===== src/rtl/mpm_port_dispatcher_if.sv =====
// Request, memory-array and response bundle shared by the ports, dispatcher and LVT memory.
// slave = dispatcher side; master = requesters plus memory (the bench plays both).
interface mpm_port_dispatcher_if #(
  parameter int unsigned WIDTH = 32,
  parameter int unsigned DEPTH = 256,
  parameter int unsigned PORTS = 4
);
  localparam int unsigned AW = $clog2(DEPTH);

  logic [PORTS-1:0]            req_valid;
  logic [PORTS-1:0]            req_ready;
  logic [PORTS-1:0]            req_write;
  logic [PORTS-1:0][AW-1:0]    req_addr;
  logic [PORTS-1:0][WIDTH-1:0] req_data;
  logic [PORTS-1:0][AW-1:0]    mem_addr;
  logic [PORTS-1:0]            mem_en;
  logic [PORTS-1:0][WIDTH-1:0] mem_d;
  logic [PORTS-1:0][WIDTH-1:0] mem_q;
  logic [PORTS-1:0]            rsp_valid;
  logic [PORTS-1:0][WIDTH-1:0] rsp_data;

  modport master (
    output req_valid, req_write, req_addr, req_data, mem_q,
    input  req_ready, mem_addr, mem_en, mem_d, rsp_valid, rsp_data
  );

  modport slave (
    input  req_valid, req_write, req_addr, req_data, mem_q,
    output req_ready, mem_addr, mem_en, mem_d, rsp_valid, rsp_data
  );
endinterface


===== src/rtl/mpm_port_dispatcher.sv =====
// Per-port 2-entry request FIFOs feeding registered LVT memory ports, with lowest-index-wins
// same-address write arbitration. Optional counters under MPM_DISPATCH_STATS_EN.
module mpm_port_dispatcher #(
  parameter int unsigned WIDTH       = 32,
  parameter int unsigned DEPTH       = 256,
  parameter int unsigned PORTS       = 4,
  parameter int unsigned MEM_LATENCY = 1
) (
  input  logic                 clk,
  input  logic                 rst,
  mpm_port_dispatcher_if.slave bus
`ifdef MPM_DISPATCH_STATS_EN
  ,
  output logic [31:0]          stat_stalls,
  output logic [31:0]          stat_reads
`endif
);
  localparam int unsigned AW = $clog2(DEPTH);

  typedef struct packed {
    logic             write;
    logic [AW-1:0]    addr;
    logic [WIDTH-1:0] data;
  } req_t;

  req_t [PORTS-1:0][1:0]             fifo_q;
  logic [PORTS-1:0][1:0]             cnt_q;
  logic [PORTS-1:0]                  wptr_q, rptr_q;
  logic [PORTS-1:0][AW-1:0]          mem_addr_q;
  logic [PORTS-1:0][WIDTH-1:0]       mem_d_q;
  logic [PORTS-1:0]                  mem_en_q;
  logic [PORTS-1:0]                  rd_q;
  logic [PORTS-1:0][MEM_LATENCY-1:0] rd_sr_q;

  req_t [PORTS-1:0] head;
  logic [PORTS-1:0] head_vld, push, stall, issue, issue_rd;

  always_comb begin
    for (int p = 0; p < PORTS; p++) begin
      head[p]          = fifo_q[p][rptr_q[p]];
      head_vld[p]      = (cnt_q[p] != 2'd0);
      bus.req_ready[p] = !rst && (cnt_q[p] != 2'd2);
      push[p]          = bus.req_valid[p] && bus.req_ready[p];
    end
    for (int p = 0; p < PORTS; p++) begin
      stall[p] = 1'b0;
      // Any lower valid write head to the same address means this write loses; the winner
      // of that group is always the lowest index, so its own issue need not be re-derived.
      for (int q = 0; q < p; q++) begin
        if (head_vld[q] && head[q].write && head[q].addr == head[p].addr) stall[p] = 1'b1;
      end
      stall[p]    = stall[p] && head_vld[p] && head[p].write;
      issue[p]    = head_vld[p] && !stall[p];
      issue_rd[p] = issue[p] && !head[p].write;
    end
  end

  always_ff @(posedge clk or posedge rst) begin
    if (rst) begin
      fifo_q     <= '0;
      cnt_q      <= '0;
      wptr_q     <= '0;
      rptr_q     <= '0;
      mem_addr_q <= '0;
      mem_d_q    <= '0;
      mem_en_q   <= '0;
      rd_q       <= '0;
      rd_sr_q    <= '0;
    end else begin
      for (int p = 0; p < PORTS; p++) begin
        if (push[p]) begin
          fifo_q[p][wptr_q[p]] <= req_t'{write: bus.req_write[p], addr: bus.req_addr[p],
                                         data: bus.req_data[p]};
          wptr_q[p] <= ~wptr_q[p];
        end
        if (issue[p]) begin
          rptr_q[p]     <= ~rptr_q[p];
          mem_addr_q[p] <= head[p].addr;
          mem_d_q[p]    <= head[p].data;
        end
        cnt_q[p]      <= cnt_q[p] + {1'b0, push[p]} - {1'b0, issue[p]};
        mem_en_q[p]   <= issue[p] && head[p].write;
        rd_q[p]       <= issue_rd[p];
        rd_sr_q[p][0] <= rd_q[p];
        for (int i = 1; i < MEM_LATENCY; i++) rd_sr_q[p][i] <= rd_sr_q[p][i-1];
      end
    end
  end

  always_comb begin
    for (int p = 0; p < PORTS; p++) bus.rsp_valid[p] = rd_sr_q[p][MEM_LATENCY-1];
  end

  assign bus.mem_addr = mem_addr_q;
  assign bus.mem_d    = mem_d_q;
  assign bus.mem_en   = mem_en_q;
  assign bus.rsp_data = bus.mem_q;

`ifdef MPM_DISPATCH_STATS_EN
  logic [31:0] stalls_q, reads_q, n_stall, n_read;

  function automatic logic [31:0] sat_add(input logic [31:0] a, input logic [31:0] b);
    logic [32:0] s;
    s = {1'b0, a} + {1'b0, b};
    return s[32] ? '1 : s[31:0];
  endfunction

  always_comb begin
    n_stall = '0;
    n_read  = '0;
    for (int p = 0; p < PORTS; p++) begin
      n_stall = n_stall + 32'(stall[p]);
      n_read  = n_read + 32'(issue_rd[p]);
    end
  end

  always_ff @(posedge clk or posedge rst) begin
    if (rst) begin
      stalls_q <= '0;
      reads_q  <= '0;
    end else begin
      stalls_q <= sat_add(stalls_q, n_stall);
      reads_q  <= sat_add(reads_q, n_read);
    end
  end

  assign stat_stalls = stalls_q;
  assign stat_reads  = reads_q;
`endif
endmodule

===== src/flat_wrapper.sv =====
// flat-port wrapper written by rule: the top's interface ports become plain ports
module mpm_port_dispatcher_flat 
#(
  parameter int unsigned WIDTH       = 32,
  parameter int unsigned DEPTH       = 256,
  parameter int unsigned PORTS       = 4,
  parameter int unsigned MEM_LATENCY = 1
)
  (clk, rst, bus_req_valid, bus_req_write, bus_req_addr, bus_req_data, bus_mem_q, bus_req_ready, bus_mem_addr, bus_mem_en, bus_mem_d, bus_rsp_valid, bus_rsp_data);
  mpm_port_dispatcher_if #(.WIDTH(WIDTH), .DEPTH(DEPTH), .PORTS(PORTS)) bus_i ();
  input  logic clk;
  input  logic rst;
  input wire logic [$bits(bus_i.req_valid)-1:0] bus_req_valid;
  input wire logic [$bits(bus_i.req_write)-1:0] bus_req_write;
  input wire logic [$bits(bus_i.req_addr)-1:0] bus_req_addr;
  input wire logic [$bits(bus_i.req_data)-1:0] bus_req_data;
  input wire logic [$bits(bus_i.mem_q)-1:0] bus_mem_q;
  output wire logic [$bits(bus_i.req_ready)-1:0] bus_req_ready;
  output wire logic [$bits(bus_i.mem_addr)-1:0] bus_mem_addr;
  output wire logic [$bits(bus_i.mem_en)-1:0] bus_mem_en;
  output wire logic [$bits(bus_i.mem_d)-1:0] bus_mem_d;
  output wire logic [$bits(bus_i.rsp_valid)-1:0] bus_rsp_valid;
  output wire logic [$bits(bus_i.rsp_data)-1:0] bus_rsp_data;
  assign bus_i.req_valid = bus_req_valid;
  assign bus_i.req_write = bus_req_write;
  assign bus_i.req_addr = bus_req_addr;
  assign bus_i.req_data = bus_req_data;
  assign bus_i.mem_q = bus_mem_q;
  assign bus_req_ready = bus_i.req_ready;
  assign bus_mem_addr = bus_i.mem_addr;
  assign bus_mem_en = bus_i.mem_en;
  assign bus_mem_d = bus_i.mem_d;
  assign bus_rsp_valid = bus_i.rsp_valid;
  assign bus_rsp_data = bus_i.rsp_data;
  mpm_port_dispatcher #(.WIDTH(WIDTH), .DEPTH(DEPTH), .PORTS(PORTS), .MEM_LATENCY(MEM_LATENCY)) u_core (.clk(clk), .rst(rst), .bus(bus_i));
endmodule

===== config.mk =====
export PLATFORM = sky130hd
export DESIGN_NAME = mpm_port_dispatcher_flat
export DESIGN_NICKNAME = d
export VERILOG_FILES = /design/src/rtl/mpm_port_dispatcher_if.sv /design/src/rtl/mpm_port_dispatcher.sv /design/src/flat_wrapper.sv
export SDC_FILE = /design/constraint.sdc
export NUM_CORES = 1
export LEC_CHECK = 0
export CORE_MARGIN = 1
export CORE_UTILIZATION = 30
export DETAILED_ROUTE_END_ITERATION = 8
export GPL_TIMING_DRIVEN = 1
export PLACE_DENSITY = 0.64
export SLEW_MARGIN = 20
export SYNTH_ARGS = -nofsm -noshare
export SYNTH_HDL_FRONTEND = slang
export SYNTH_SLANG_ARGS = --single-unit

===== constraint.sdc =====
create_clock -name clk -period 46.6 [get_ports clk]
set_input_delay 11.65 -clock clk [delete_from_list [all_inputs] [get_ports clk]]
set_output_delay 11.65 -clock clk [all_outputs]
set_load 0.03 [all_outputs]

==> impl_metrics.csv <==
group,metric,value,unit
routing,post_drt_via_cell_ratio,4.626,
timing,slew_violations,0,
synthesis,synthesis.nets,1916,
cts,cts_sinks,516,
setup_path,cp-start-kind,"input pin",
floorplan,fp.dieW,275.4,um
timing,tns,0,ns
routing,wl_per_cell,20.19,um
grt,grt.overflow.total,0,
timing,finalWorstSetupSlack,21.18,ns
min_path,min_path_type,"flip-flop to flip-flop",
cts,cts-htree-levels,2,
timing,fin_crit_sh,0.5456,
cells_and_area,nFillCells,6858,
synthesis,async_reset_ff_frac,1.000,
grt,grt.met2_usage,0.2376,
synthesis,ys_types,37,
cts,clock_latency,0.62,ns
power_and_ir_drop,irDropWorstVdd,39.05,uV
synthesis,synth_flop_cell,"dfrtp_1",
setup_path,crit_chain,"clkdlybuf4s50_1 > buf_4 > inv_8 > and2_1 > clkdlybuf4s50_1",
cts,root_buffer,"clkbuf_16",
grt,grt.busiest_layer,"met2",
setup_path,crit_required,34.95,ns
synthesis,yosysWarnings,0,
routing,drtIter0Drc,479,
setup_path,path_max_fanout,97,
grt,met1_usage,0.1797,
synthesis,synth_edf_count,0,
cells_and_area,final_nets,2141,
synthesis,syn_inst,1613,
placement,dpl.hpwl,38.72,mm
cells_and_area,post-route-util,0.3812,
routing,drc,0,
routing,vias,13190,
cells_and_area,final_cells,2850,
synthesis,netlist_area,22420,um^2
synthesis,ys_top_cells_by_area,"dfrtp_1, mux2_2, mux2i_1",
setup_path,setup.worst_path.end_class,"output port",
grt,grt_use_met3,0.06011,
grt,grt_usage,0.1496,
cts,cts_tree,"built",
floorplan,io-pin-count,598,
cts,cts_setup_buffers,0,
cts,clk_pin_slew_worst_paths,0.06,ns
cells_and_area,drive_gt1_frac,0.3222,
cts,holdBufCountCts,0,
routing,first_pass_iters,4,
power_and_ir_drop,finalPower,2.186,mW
setup_path,cp_slowest_cell,"clkdlybuf4s50_1",
cts,cts_buffer_depth,3,
floorplan,initial_core_util,0.3052,
placement,place_area,26040,um^2
cells_and_area,design_area,28000,um^2
grt,grt_pass1_wl,86.71,mm
floorplan,die_h,275.4,um
synthesis,ys_seq_area_frac,0.5760,
timing,fin_skew,0.02463,ns
placement,io_buffers,341,
power_and_ir_drop,power_density,78.07,nW/um^2
floorplan,die_area,75830,um^2
status,status,"finished clean",
cts,cts_made_buffers,58,
setup_path,cp_num_buf_inv,4,
power_and_ir_drop,p_leak,11.92,nW
setup_path,cpPeakStageDelay,0.67,ns
timing,layout_min_cycle_time,25.42,ns
cells_and_area,area_delta_synth_final,24.90,%
timing,rsz0062_at_grt,"false",
placement,gp_congestion,0.7400,
synthesis,syn_area_per_cell,13.90,um^2
timing,setup_viol,0,
timing,hold-worst-slack,0.3428,ns
synthesis,synth_top_area_cell,"dfrtp_1",
timing,hold_viol_final,0,
timing,tightestPinTransition,1.082,ns
floorplan,rows,99,
flow_run,cap_violations,0,
synthesis,ys_seq_elements,516,
placement,dp_slack,21.15,ns
setup_path,timing.critical_path.mode_cell,"clkdlybuf4s50_1",
timing,relSlewSlack,0.2790,
grt,grt_max_degree,180,
grt,grt_pass1_vias,14470,
synthesis,yosysTopAreaCellShare,0.5760,
placement,post-place-cells,2737,
setup_path,path_class,"input pin to output port",
routing,ant_nets,0,
floorplan,fp.coreArea,73450,um^2
cts,ctsResizeCount,0,
routing,drt_wl_total,57.53,mm
timing,fmaxAchievable,39.33,MHz
setup_path,cp_top_family,"buffers and inverters",
grt,grt_antenna_before_repair,11,
setup_path,arrival,13.77,ns
path summary, 6_finish.rpt:
kind                                               from                                end  slack [ns]  cells past startpoint
max                                                 rst                   bus_req_ready[0]       21.18                      5
min                            u_core.rd_q[1]$_DFF_PP0_  u_core.bus.rsp_valid[1]$_DFF_PP0_        0.34                      0
max reg2reg                u_core.rptr_q[3]$_DFFE_PP0P_  u_core.bus.mem_d[121]$_DFFE_PP0P_       42.42                      9
min reg2reg                    u_core.rd_q[1]$_DFF_PP0_  u_core.bus.rsp_valid[1]$_DFF_PP0_        0.34                      0
max in group asynchronous                           rst       u_core.rptr_q[3]$_DFFE_PP0P_       33.42                      4
min in group asynchronous                           rst     u_core.fifo_q[117]$_DFFE_PP0P_       11.70                      3
logic make-up (layout without fill, tap and decap cells):
family / Yosys count / in the layout / synth area share
muxes: 565 / 565 / 0.2830
DFF: 516 / 516 / 0.5760
buffers and inverters: 225 / 496 / 0.06256
and+or+nand+nor: 133 / 133 / 0.02578
AOI/OAI and AO/OA: 109 / 109 / 0.02651
xor gates and xnor gates: 60 / 60 / 0.02344
adders and majority gates: 5 / 5 / 0.002790
other: 0 / 7 / 0
metal layers:
metal / part of all wire / up-vias
li1: - / 5932
met1: 0.41 / 6695
met2: 0.47 / 408
met3: 0.089 / 136
met4: 0.030 / 14
met5: 0.0024 / -
power breakdown:
group          switching [mW]  internal [mW]
combinational           0.460          0.461
sequential              0.129          0.678
clock                   0.187          0.272
total                   0.776           1.41
placed cells by master, fill, tap and decap left out, drive strengths merged:
| master | synthesis | final |
|---|---|---|
| and2 | 4 | 4 |
| xnor2 | 47 | 47 |
| a21boi | 1 | 1 |
| clkinvlp | 0 | 3 |
| xor2 | 13 | 13 |
| nand2 | 40 | 40 |
| a21oi | 51 | 51 |
| diode | 0 | 7 |
| nand3 | 6 | 6 |
| nor3 | 4 | 4 |
| a31oi | 2 | 2 |
| nand2b | 1 | 1 |
| ha | 5 | 5 |
| mux2i | 105 | 105 |
| dfrtp | 516 | 516 |
| bufinv | 0 | 3 |
| nor4 | 1 | 1 |
| or2 | 1 | 1 |
| o31ai | 10 | 10 |
| clkinv | 0 | 13 |
| o21ai | 45 | 45 |
| nor2 | 63 | 63 |
| or3b | 1 | 1 |
| or4 | 3 | 3 |
| clkbuf | 42 | 84 |
| clkdlybuf4s50 | 0 | 341 |
| inv | 18 | 21 |
| nor2b | 2 | 2 |
| mux2 | 460 | 460 |
| buf | 165 | 31 |
| nand4 | 7 | 7 |
cell usage after synthesis (2+ instances only):
cell	n
mux2_1	2
dfrtp_1	516
mux2_2	428
xnor2_1	47
buf_6	5
buf_2	11
nor2b_1	2
nand4_1	7
mux2i_1	105
o21ai_0	44
or4_4	2
inv_1	18
nor3_1	4
and2_1	4
ha_1	5
clkbuf_1	42
mux2_4	30
xor2_1	13
buf_4	132
nor2_1	62
buf_1	16
o31ai_1	10
a21oi_1	50
nand3_1	6
nand2_1	40
area by class of cell:
type	count	area [um^2]	share of cell area
Clock buffer	84	1719	0.06140
Multi-Input combinational cell	872	8174	0.2919
Tap cell	959	1200	0.04285
Sequential cell	516	12920	0.4613
Inverter	18	75.07	0.002681
Clock inverter	22	222.7	0.007954
Antenna cell	7	17.52	0.0006256
Timing Repair Buffer	372	3675	0.1312
flip-flops by register name (all words and copies together), names as in the netlist:
signal,flops
u_core.rd_q,4
u_core.cnt_q,8
u_core.fifo_q,328
u_core.bus.mem_d,128
u_core.bus.rsp_valid,4
u_core.bus.mem_addr,32
u_core.wptr_q,4
u_core.bus.mem_en,4
u_core.rptr_q,4
(Power assumes the default switching activity.)
